$ cat src/rtl/rc4_job_sched_if.sv
`default_nettype none
// ============================================================================
// Module   : rc4_job_sched_if
// Purpose  : Bundles the two requester channels, the response channel and the
//            RC4 core-side signals used by rc4_job_sched.
// Modports : slave  - scheduler view (consumes requests, drives core/response)
//            master - environment view (requesters, response consumer, core)
// Signals  : req_x/key_x/klen_x/gnt_x  requester A/B job channel
//            resp_valid/ready/id/err/data  tagged response channel
//            busy                          scheduler not idle
//            core_rst_n/start/key/key_length/ckey/done  RC4 core hookup
// Revision : 1.0 - initial release
// ============================================================================
interface rc4_job_sched_if #(
    parameter int NUMS_OF_BYTES = 4
);
    logic                       req_a;
    logic [31:0]                key_a;
    logic [7:0]                 klen_a;
    logic                       gnt_a;
    logic                       req_b;
    logic [31:0]                key_b;
    logic [7:0]                 klen_b;
    logic                       gnt_b;
    logic                       resp_valid;
    logic                       resp_ready;
    logic                       resp_id;
    logic                       resp_err;
    logic [NUMS_OF_BYTES*8-1:0] resp_data;
    logic                       busy;
    logic                       core_rst_n;
    logic                       core_start;
    logic [31:0]                core_key;
    logic [7:0]                 core_key_length;
    logic [NUMS_OF_BYTES*8-1:0] core_ckey;
    logic                       core_done;

    modport slave (
        input  req_a, key_a, klen_a, req_b, key_b, klen_b, resp_ready,
               core_ckey, core_done,
        output gnt_a, gnt_b, resp_valid, resp_id, resp_err, resp_data, busy,
               core_rst_n, core_start, core_key, core_key_length
    );

    modport master (
        output req_a, key_a, klen_a, req_b, key_b, klen_b, resp_ready,
               core_ckey, core_done,
        input  gnt_a, gnt_b, resp_valid, resp_id, resp_err, resp_data, busy,
               core_rst_n, core_start, core_key, core_key_length
    );
endinterface
`default_nettype wire

$ cat src/rtl/rc4_job_sched.sv
`default_nettype none
// ============================================================================
// Module   : rc4_job_sched
// Purpose  : Round-robin scheduler sharing one RC4 keystream core between two
//            requesters. Per job: grant + latch key, hold the core in reset,
//            launch it, wait for done, return ckey on a tagged valid/ready port.
// Ports    : clk   - system clock, rising edge
//            rst_n - synchronous active-low reset
//            bus   - rc4_job_sched_if.slave (requesters, response, core)
// Options  : RC4_TIMEOUT_EN - when defined, a watchdog aborts a launch that
//            sees no core done within TIMEOUT_CYCLES and answers with resp_err.
// Revision : 1.0 - initial release
// ============================================================================
module rc4_job_sched #(
    parameter int NUMS_OF_BYTES  = 4,
    parameter int CRST_CYCLES    = 2,
    parameter int TIMEOUT_CYCLES = 4096
) (
    input  wire logic       clk,
    input  wire logic       rst_n,
    rc4_job_sched_if.slave  bus
);
    localparam int             DW         = NUMS_OF_BYTES * 8;
    localparam int             CNT_MAX    = (CRST_CYCLES > TIMEOUT_CYCLES) ? CRST_CYCLES : TIMEOUT_CYCLES;
    localparam int             CNT_W      = $clog2(CNT_MAX + 1);
    localparam logic [7:0]     c_MAX_KLEN = 8'd4;

    typedef enum logic [1:0] {
        S_IDLE   = 2'd0,
        S_CRST   = 2'd1,
        S_LAUNCH = 2'd2,
        S_RESP   = 2'd3
    } state_t;

    state_t             state_q;
    logic               last_b_q;        // 1: B was granted last, A wins a tie
    logic               gnt_a_q;
    logic               gnt_b_q;
    logic               resp_valid_q;
    logic               resp_id_q;
    logic               resp_err_q;
    logic [DW-1:0]      resp_data_q;
    logic               core_rst_n_q;
    logic               core_start_q;
    logic [31:0]        core_key_q;
    logic [7:0]         core_klen_q;
    logic               done_q;          // core_done, one register stage
    logic               done_d1_q;       // previous sample, for edge detect
    logic               launch_first_q;  // first LAUNCH cycle, done ignored
    logic [CNT_W-1:0]   cnt_q;

    // Arbitration: a lone request wins; on a tie the pointer decides.
    logic               w_pick_a;
    logic               w_pick_b;
    logic [31:0]        w_key;
    logic [7:0]         w_klen;
    logic               w_klen_ok;
    logic               w_done_rise;

    assign w_pick_a    = bus.req_a & (~bus.req_b | last_b_q);
    assign w_pick_b    = bus.req_b & (~bus.req_a | ~last_b_q);
    assign w_key       = w_pick_b ? bus.key_b  : bus.key_a;
    assign w_klen      = w_pick_b ? bus.klen_b : bus.klen_a;
    assign w_klen_ok   = (w_klen != 8'd0) && (w_klen <= c_MAX_KLEN);
    // Only a rising edge counts, so a done level left over from before the
    // core reset can never complete a new job.
    assign w_done_rise = done_q & ~done_d1_q;

    always_ff @(posedge clk) begin
        if (!rst_n) begin
            state_q        <= S_IDLE;
            last_b_q       <= 1'b1;
            gnt_a_q        <= 1'b0;
            gnt_b_q        <= 1'b0;
            resp_valid_q   <= 1'b0;
            resp_id_q      <= 1'b0;
            resp_err_q     <= 1'b0;
            resp_data_q    <= '0;
            core_rst_n_q   <= 1'b0;
            core_start_q   <= 1'b0;
            core_key_q     <= '0;
            core_klen_q    <= '0;
            done_q         <= 1'b0;
            done_d1_q      <= 1'b0;
            launch_first_q <= 1'b0;
            cnt_q          <= '0;
        end else begin
            done_q    <= bus.core_done;
            done_d1_q <= done_q;
            gnt_a_q   <= 1'b0;
            gnt_b_q   <= 1'b0;

            case (state_q)
                S_IDLE: begin
                    core_rst_n_q <= 1'b1;
                    core_start_q <= 1'b0;
                    if (w_pick_a || w_pick_b) begin
                        gnt_a_q     <= w_pick_a;
                        gnt_b_q     <= w_pick_b;
                        core_key_q  <= w_key;
                        core_klen_q <= w_klen;
                        resp_id_q   <= w_pick_b;
                        last_b_q    <= w_pick_b;
                        cnt_q       <= '0;
                        if (w_klen_ok) begin
                            core_rst_n_q <= 1'b0;
                            state_q      <= S_CRST;
                        end else begin
                            // Rejected job: answer directly, core untouched.
                            resp_valid_q <= 1'b1;
                            resp_err_q   <= 1'b1;
                            resp_data_q  <= '0;
                            state_q      <= S_RESP;
                        end
                    end
                end

                S_CRST: begin
                    core_rst_n_q <= 1'b0;
                    core_start_q <= 1'b0;
                    if (cnt_q == CNT_W'(CRST_CYCLES - 1)) begin
                        core_rst_n_q   <= 1'b1;
                        core_start_q   <= 1'b1;
                        launch_first_q <= 1'b1;
                        cnt_q          <= '0;
                        state_q        <= S_LAUNCH;
                    end else begin
                        cnt_q <= cnt_q + 1'b1;
                    end
                end

                S_LAUNCH: begin
                    launch_first_q <= 1'b0;
                    if (!launch_first_q && w_done_rise) begin
                        resp_data_q  <= bus.core_ckey;
                        resp_err_q   <= 1'b0;
                        resp_valid_q <= 1'b1;
                        core_start_q <= 1'b0;
                        state_q      <= S_RESP;
                    end
`ifdef RC4_TIMEOUT_EN
                    else if (cnt_q == CNT_W'(TIMEOUT_CYCLES - 1)) begin
                        resp_data_q  <= '0;
                        resp_err_q   <= 1'b1;
                        resp_valid_q <= 1'b1;
                        core_start_q <= 1'b0;
                        core_rst_n_q <= 1'b0;
                        state_q      <= S_RESP;
                    end else begin
                        cnt_q <= cnt_q + 1'b1;
                    end
`else
                    else begin
                        cnt_q <= cnt_q;
                    end
`endif
                end

                S_RESP: begin
                    if (bus.resp_ready) begin
                        resp_valid_q <= 1'b0;
                        core_rst_n_q <= 1'b0;
                        state_q      <= S_IDLE;
                    end
                end

                default: state_q <= S_IDLE;
            endcase
        end
    end

    assign bus.gnt_a           = gnt_a_q;
    assign bus.gnt_b           = gnt_b_q;
    assign bus.resp_valid      = resp_valid_q;
    assign bus.resp_id         = resp_id_q;
    assign bus.resp_err        = resp_err_q;
    assign bus.resp_data       = resp_data_q;
    assign bus.busy            = (state_q != S_IDLE);
    assign bus.core_rst_n      = core_rst_n_q;
    assign bus.core_start      = core_start_q;
    assign bus.core_key        = core_key_q;
    assign bus.core_key_length = core_klen_q;
endmodule
`default_nettype wire

$ cat src/flat_wrapper.sv
// flat-port wrapper written by rule: the top's interface ports become plain ports
module rc4_job_sched_flat 
#(
    parameter int NUMS_OF_BYTES  = 4,
    parameter int CRST_CYCLES    = 2,
    parameter int TIMEOUT_CYCLES = 4096
)
  (clk, rst_n, bus_req_a, bus_key_a, bus_klen_a, bus_req_b, bus_key_b, bus_klen_b, bus_resp_ready, bus_core_ckey, bus_core_done, bus_gnt_a, bus_gnt_b, bus_resp_valid, bus_resp_id, bus_resp_err, bus_resp_data, bus_busy, bus_core_rst_n, bus_core_start, bus_core_key, bus_core_key_length);
  rc4_job_sched_if #(.NUMS_OF_BYTES(NUMS_OF_BYTES)) bus_i ();
  input  wire logic clk;
  input  wire logic rst_n;
  input wire logic [$bits(bus_i.req_a)-1:0] bus_req_a;
  input wire logic [$bits(bus_i.key_a)-1:0] bus_key_a;
  input wire logic [$bits(bus_i.klen_a)-1:0] bus_klen_a;
  input wire logic [$bits(bus_i.req_b)-1:0] bus_req_b;
  input wire logic [$bits(bus_i.key_b)-1:0] bus_key_b;
  input wire logic [$bits(bus_i.klen_b)-1:0] bus_klen_b;
  input wire logic [$bits(bus_i.resp_ready)-1:0] bus_resp_ready;
  input wire logic [$bits(bus_i.core_ckey)-1:0] bus_core_ckey;
  input wire logic [$bits(bus_i.core_done)-1:0] bus_core_done;
  output wire logic [$bits(bus_i.gnt_a)-1:0] bus_gnt_a;
  output wire logic [$bits(bus_i.gnt_b)-1:0] bus_gnt_b;
  output wire logic [$bits(bus_i.resp_valid)-1:0] bus_resp_valid;
  output wire logic [$bits(bus_i.resp_id)-1:0] bus_resp_id;
  output wire logic [$bits(bus_i.resp_err)-1:0] bus_resp_err;
  output wire logic [$bits(bus_i.resp_data)-1:0] bus_resp_data;
  output wire logic [$bits(bus_i.busy)-1:0] bus_busy;
  output wire logic [$bits(bus_i.core_rst_n)-1:0] bus_core_rst_n;
  output wire logic [$bits(bus_i.core_start)-1:0] bus_core_start;
  output wire logic [$bits(bus_i.core_key)-1:0] bus_core_key;
  output wire logic [$bits(bus_i.core_key_length)-1:0] bus_core_key_length;
  assign bus_i.req_a = bus_req_a;
  assign bus_i.key_a = bus_key_a;
  assign bus_i.klen_a = bus_klen_a;
  assign bus_i.req_b = bus_req_b;
  assign bus_i.key_b = bus_key_b;
  assign bus_i.klen_b = bus_klen_b;
  assign bus_i.resp_ready = bus_resp_ready;
  assign bus_i.core_ckey = bus_core_ckey;
  assign bus_i.core_done = bus_core_done;
  assign bus_gnt_a = bus_i.gnt_a;
  assign bus_gnt_b = bus_i.gnt_b;
  assign bus_resp_valid = bus_i.resp_valid;
  assign bus_resp_id = bus_i.resp_id;
  assign bus_resp_err = bus_i.resp_err;
  assign bus_resp_data = bus_i.resp_data;
  assign bus_busy = bus_i.busy;
  assign bus_core_rst_n = bus_i.core_rst_n;
  assign bus_core_start = bus_i.core_start;
  assign bus_core_key = bus_i.core_key;
  assign bus_core_key_length = bus_i.core_key_length;
  rc4_job_sched #(.NUMS_OF_BYTES(NUMS_OF_BYTES), .CRST_CYCLES(CRST_CYCLES), .TIMEOUT_CYCLES(TIMEOUT_CYCLES)) u_core (.clk(clk), .rst_n(rst_n), .bus(bus_i));
endmodule
$ cat config.mk
export PLATFORM = sky130hd
export DESIGN_NAME = rc4_job_sched_flat
export DESIGN_NICKNAME = d
export VERILOG_FILES = /design/src/rtl/rc4_job_sched_if.sv /design/src/rtl/rc4_job_sched.sv /design/src/flat_wrapper.sv
export SDC_FILE = /design/constraint.sdc
export NUM_CORES = 1
export LEC_CHECK = 0
export BUFFER_PORTS_ARGS = -buffer_cell sky130_fd_sc_hd__buf_2
export CORE_ASPECT_RATIO = 1.75
export CORE_UTILIZATION = 50
export CTS_CLUSTER_SIZE = 25
export DETAILED_ROUTE_END_ITERATION = 10
export GPL_TIMING_DRIVEN = 0
export PLACE_DENSITY_LB_ADDON = 0.08
export SYNTH_ARGS = -nofsm -noshare
export SYNTH_HDL_FRONTEND = slang
export SYNTH_SLANG_ARGS = --single-unit
$ cat constraint.sdc
create_clock -name clk -period 6.3 [get_ports clk]
set_clock_uncertainty 0.2 [all_clocks]
set_input_delay 0.63 -clock clk [delete_from_list [all_inputs] [get_ports clk]]
set_output_delay 0.63 -clock clk [all_outputs]
set_load 0.005 [all_outputs]
# Word-level counts from Yosys, hierarchy flattened
# Cells that the tools add are included.
[word_totals]
output_inout_bits = 80
reg_bits = 98
[classes]
magnitude_cmp = 1
n_eq_ne = 9
muxes = 29
add_sub_neg = 1
bitwise = 9
n_reduce_logical = 22
[op_table]
columns = ["cell", "n"]
rows = [
  ["two-way mux 32 bit", 4],
  ["one-hot mux 32 bit (2 select lines)", 1],
  ["two-way mux 13 bit", 2],
  ["one-hot mux 13 bit (2 select lines)", 1],
  ["adder 13 x 1 -> 13 bit, second input constant", 1],
  ["== test 13 x 1 -> 1 bit, second input constant", 1],
  ["two-way mux 2 bit", 5],
  ["AND reduction 2 bit", 5],
  ["two-way mux 1 bit", 9],
  ["one-hot mux 1 bit (3 select lines)", 3],
  ["nonzero test 3 bit", 3],
  ["<= comparator 8 x 3 -> 1 bit, second input constant", 1],
  ["two-way mux 8 bit", 1],
  ["one-hot mux 2 bit (4 select lines)", 1],
  ["AND reduction 4 bit", 2],
  ["nonzero test 2 bit", 4],
  ["nonzero test 8 bit", 1],
  ["!= test 2 x 1 -> 1 bit, second input constant", 3],
  ["AND reduction 5 bit", 1],
  ["== test 2 bit, second input constant", 2],
  ["!= test 2 bit, second input constant", 2],
  ["inverter 1 bit", 4],
  ["one-hot mux 1 bit (2 select lines)", 2],
  ["bitwise AND 1 bit", 3],
  ["other kinds (7)", 9],
]

# Logic depth before layout (Yosys ltp)
[logic_depth]
ltp_word = 9
ltp_mapped = 8
depth_no_buf = 7

# Worst setup path before layout
# Ideal clock, no wire load.
[synth_timing]
path_kind = "input-to-reg"
from = "in bus_klen_a[4]"
to = "reg u_core.resp_data_q[10], in the netlist u_core.bus.resp_data[10]"
arrival_ns = 2.242
slack_ns = 3.742
setup_ns = 0.117
required_time_ns = 5.983
cell_stages = 7
cell_sequence = "or4_4 nor4b_4 o211ai_4 and4_4 buf_6 buf_6 a22o_1"
[synth_between]
elab_chain_cells = 5
elab_cells_between_ends = 6
cone_classes = "order compare (1); eq/ne (1); mux (1); reduce/logical (3)"
[synth_lines]
columns = ["item", "line_no", "text"]
rows = [
  ["start: declaration", "flat_wrapper.sv:14", "input wire logic [$bits(bus_i.klen_a)-1:0] bus_klen_a;"],
  ["two-way mux 8 bit (*)", "rc4_job_sched.sv:63", "assign w_klen = w_pick_b ? bus.klen_b : bus.klen_a;"],
  ["<= comparator 8 x 3 -> 1 bit / nonzero test 8 bit (equally long branches)", "rc4_job_sched.sv:64", "assign w_klen_ok = (w_klen != 8'd0) && (w_klen <= c_MAX_KLEN);"],
  ["logical AND 1 bit (*)", "rc4_job_sched.sv:64", ""],
  ["!= test 2 bit (no source line) (*)", "-", ""],
  ["AND reduction 4 bit (no source line) (*)", "-", ""],
  ["end signal: assignment", "rc4_job_sched.sv:135", "resp_data_q <= bus.core_ckey;"],
  ["end: declaration", "rc4_job_sched.sv:42", "logic [DW-1:0] resp_data_q;"],
]
# Mark *: on every way between the ends. The rest lies on a longest branch, timed or not.
# A chain may end at the register's enable or synchronous reset.

# Worst setup path after layout
[layout_timing]
from = "in bus_req_b"
to = "reg u_core.resp_data_q[24], in the netlist u_core.bus.resp_data[24]"
[layout_between]
elab_chain_cells = 6
elab_cells_between_ends = 12
cone_classes = "order compare (1); eq/ne (2); mux (1); bitwise (4); reduce/logical (4)"
[layout_lines]
columns = ["item", "line_no", "text"]
rows = [
  ["start: declaration", "flat_wrapper.sv:15", "input wire logic [$bits(bus_i.req_b)-1:0] bus_req_b;"],
  ["bitwise AND 1 bit / inverter 1 bit (equally long branches)", "rc4_job_sched.sv:61, rc4_job_sched.sv:60", ""],
  ["two-way mux 8 bit / bitwise OR 1 bit (equally long branches)", "rc4_job_sched.sv:63, rc4_job_sched.sv:60", ""],
  ["<= comparator 8 x 3 -> 1 bit, or another cell as far along", "rc4_job_sched.sv:64", ""],
  ["logical AND 1 bit / logical OR 1 bit (equally long branches)", "rc4_job_sched.sv:64, rc4_job_sched.sv:97", ""],
  ["!= test 2 bit (no source line) / != test 2 x 1 -> 1 bit (equally long branches)", "-", ""],
  ["AND reduction 4 bit (no source line) (*)", "-", ""],
]
# Marks and branches as above.

==> impl_metrics.toml <==
[run_status]
outcome = "completed"

[setup_path]
regToRegEndpoint = "u_core.bus.resp_data[24]"
r2r_slack_ps = 3700
reg2reg_depth = 8
timing.rr.start = "u_core.last_b_q"
worstSetupPathType = "primary input to flip-flop"
cp_max_fo = 10
critPathRequiredTime_ps = 6340
cp-end-kind = "flip-flop"
crit_arrival_ps = 2760
critPathLaunchType = "primary input"

[sta]
rsz0062_at_grt = "no"
final_hold_viol_count = 0
setup_violations = 0
worst_pin_slew_ps = 615
fin_crit_sh_pct = 43.2
slew_headroom_pct = 58.7
period_needed_ps = 2720
slew_viol_final = 0
fin_setup_tns_ps = 0
fmaxAchievable_ghz = 0.368

[global_routing]
grt_pass1_vias = 3635
grt_use_total_pct = 24.6
antenna_found_initial = 0
grt_start_max_net_pins = 17
overflow = 0
grt_pass1_wl_um = 16700

[yosys]
yosys_warnings = 0
netlist-cell-type-count = 49
synth_seq_cells = 98
ys_async_sr_fraction_pct = 0
avgSynthCellArea_um2 = 9.92
netlist_instances = 412
ys.flop_type = "dfxtp_1"
synth_edf_count = 0
syn_area_mm2 = 0.00409
syn_nets = 536
ys_seq_area_share_pct = 48.0

[hold_path]
min_path_cells = 2
hp-class = "flip-flop to flip-flop"
hold_path_end = "u_core.bus.resp_valid"
min-delay-start = "u_core.bus.resp_valid"

[cells_and_area]
seq_area_mm2 = 0.00196
n_antenna_cell = 0
multi_input_area_mm2 = 0.00194
nNetsFinal = 743
final_area_mm2 = 0.00551
fillers = 633
final_common_cell = "buf_2"
area_growth_pct = 34.8
drive_above_1_share_pct = 37.3
final_cell_mix = "buf_2 (203), dfxtp_1 (98), nor2_1 (57)"

[floorplan]
ios = 198
die_y_um = 122
die_w_um = 70.4
rows = 43
die_area_mm2 = 0.00856
core_area_mm2 = 0.00791
start_util_pct = 51.7

[clock_tree]
cts_buffer_depth = 2
cts_setup_buffers = 0
cts.clk_slew.worst_paths_ps = 70
tritoncts = "done"
cts_num_sinks = 98
cts_resized = 0
cts_max_level = 3
cts-root-buf = "clkbuf_16"
cts_buffers = 9
hold_buffers = 0
clk_latency_ps = 350

[placement]
place.gp.congestion = 0.804
placed_cell_area_mm2 = 0.00518
post-dp-hpwl_um = 8200
io_buffers = 196

[detailed_routing]
vias_per_cell = 5.40
drt-initial-drc-count = 176
drtPass1Iterations = 4
drcViolationCount = 0
drt-wirelength-per-cell_um = 15.0
dr_total_vias = 3858
ant_nets = 0
wl_um = 10700

[run]
drv_cap = 0

[power_and_ir_drop]
ir_worst_vdd_mv = 0.267
leakage_nw = 2.55
power_density_mw_per_mm2 = 390
cells by family (layout without fill, tap and decap cells):
kind of cell / Yosys count / in the layout / share of synthesized area (%)
AND/OR/NAND/NOR: 110 / 110 / 13.5
XOR/XNOR: 7 / 7 / 1.50
multiplexers: 42 / 42 / 10.3
flip-flops: 98 / 98 / 48.0
adder cells (fa/ha/maj): 6 / 6 / 1.84
buffers and inverters: 39 / 251 / 4.53
AO/OA/AOI/OAI: 110 / 110 / 20.3
synth_stat cells (5+ instances only):
library cell	count	area share [%]
a211oi_1	40	7.3
a21oi_1	8	0.98
a22o_1	32	6.9
buf_2	7	0.86
clkbuf_1	18	1.7
dfxtp_1	98	48
ha_1	6	1.8
inv_1	8	0.73
mux2i_1	40	9.8
nand2_1	10	0.92
nand3_1	6	0.73
nand4_1	5	0.76
nor2_1	57	5.2
nor3_1	6	0.73
o21ai_0	6	0.73
o21ai_1	8	0.98
report_power, final:
part / total (mW) / leakage (nW) / switching [mW] / internal [mW]
Sequential: 0.835 / 0.804 / 0.0737 / 0.761
Clock: 0.600 / 0.157 / 0.238 / 0.362
Combinational: 0.716 / 1.59 / 0.409 / 0.307
state kept, by name, indices dropped and copies added, names as in the netlist:
| register | flops |
|---|---|
| u_core.bus.core_start | 1 |
| u_core.cnt_q | 13 |
| u_core.state_q | 2 |
| u_core.bus.core_rst_n | 1 |
| u_core.bus.core_key_length | 8 |
| u_core.bus.resp_data | 32 |
| u_core.bus.resp_valid | 1 |
| u_core.launch_first_q | 1 |
| u_core.bus.resp_err | 1 |
| u_core.bus.gnt_a | 1 |
| u_core.bus.resp_id | 1 |
| u_core.last_b_q | 1 |
| u_core.bus.gnt_b | 1 |
| u_core.bus.core_key | 32 |
| u_core.done_q | 1 |
| u_core.done_d1_q | 1 |
final cells by class:
cell class                      instances  share of cell area, %
Clock buffer                           11                   4.41
Buffer                                 29                   2.68
Timing Repair Buffer                  196                   17.8
Sequential cell                        98                   35.6
Multi-Input combinational cell        275                   35.2
Tap cell                               90                   2.04
Inverter                               10                  0.681
Clock inverter                          5                   1.54
layer usage:
metal	up-vias	track usage (%)	routed length (µm)
li1	1922	-	-
met1	1755	25.4	4080
met2	154	45.3	5650
met3	27	6.37	607
met4	0	11.4	355
met5	-	0	0
worst max-delay path, stage by stage:
cell	delay, ps
buf_2	140
a21boi_1	160
clkbuf_1	370
mux2i_1	500
o211ai_4	210
and4_4	250
buf_6	130
buf_6	130
a22o_1	230
through the flow:
step / hold slack, ps / util [%] / std cells / power, mW / setup slack, ps
6_report: 249 / 69.7 / 714 / 2.15 / 3580
5_1_grt: 265 / 69.7 / 714 / 2.28 / 3480
4_1_cts: 254 / 69.7 / 714 / 2.16 / 3600
3_5_place_dp: 234 / 65.5 / 698 / 1.56 / 3240
3_3_place_gp: 232 / 65.5 / 698 / 1.54 / 3350
2_1_floorplan: 222 / - / 412 / 1.28 / 3740
how the worst max path moves through the flow:
| stage | start | end | slack, ps | cells past startpoint |
|---|---|---|---|---|
| floorplan | bus_klen_a[4] | u_core.bus.resp_data[10] | 3740 | 7 |
| global placement | bus_req_b | u_core.bus.resp_data[12] | 3350 | 9 |
| detailed placement | bus_req_b | u_core.bus.resp_data[13] | 3240 | 9 |
| CTS | bus_req_b | u_core.bus.resp_data[13] | 3600 | 9 |
| global route | bus_req_b | u_core.bus.resp_data[24] | 3480 | 9 |
| finish | bus_req_b | u_core.bus.resp_data[24] | 3580 | 9 |
(Power assumes the default switching activity.)
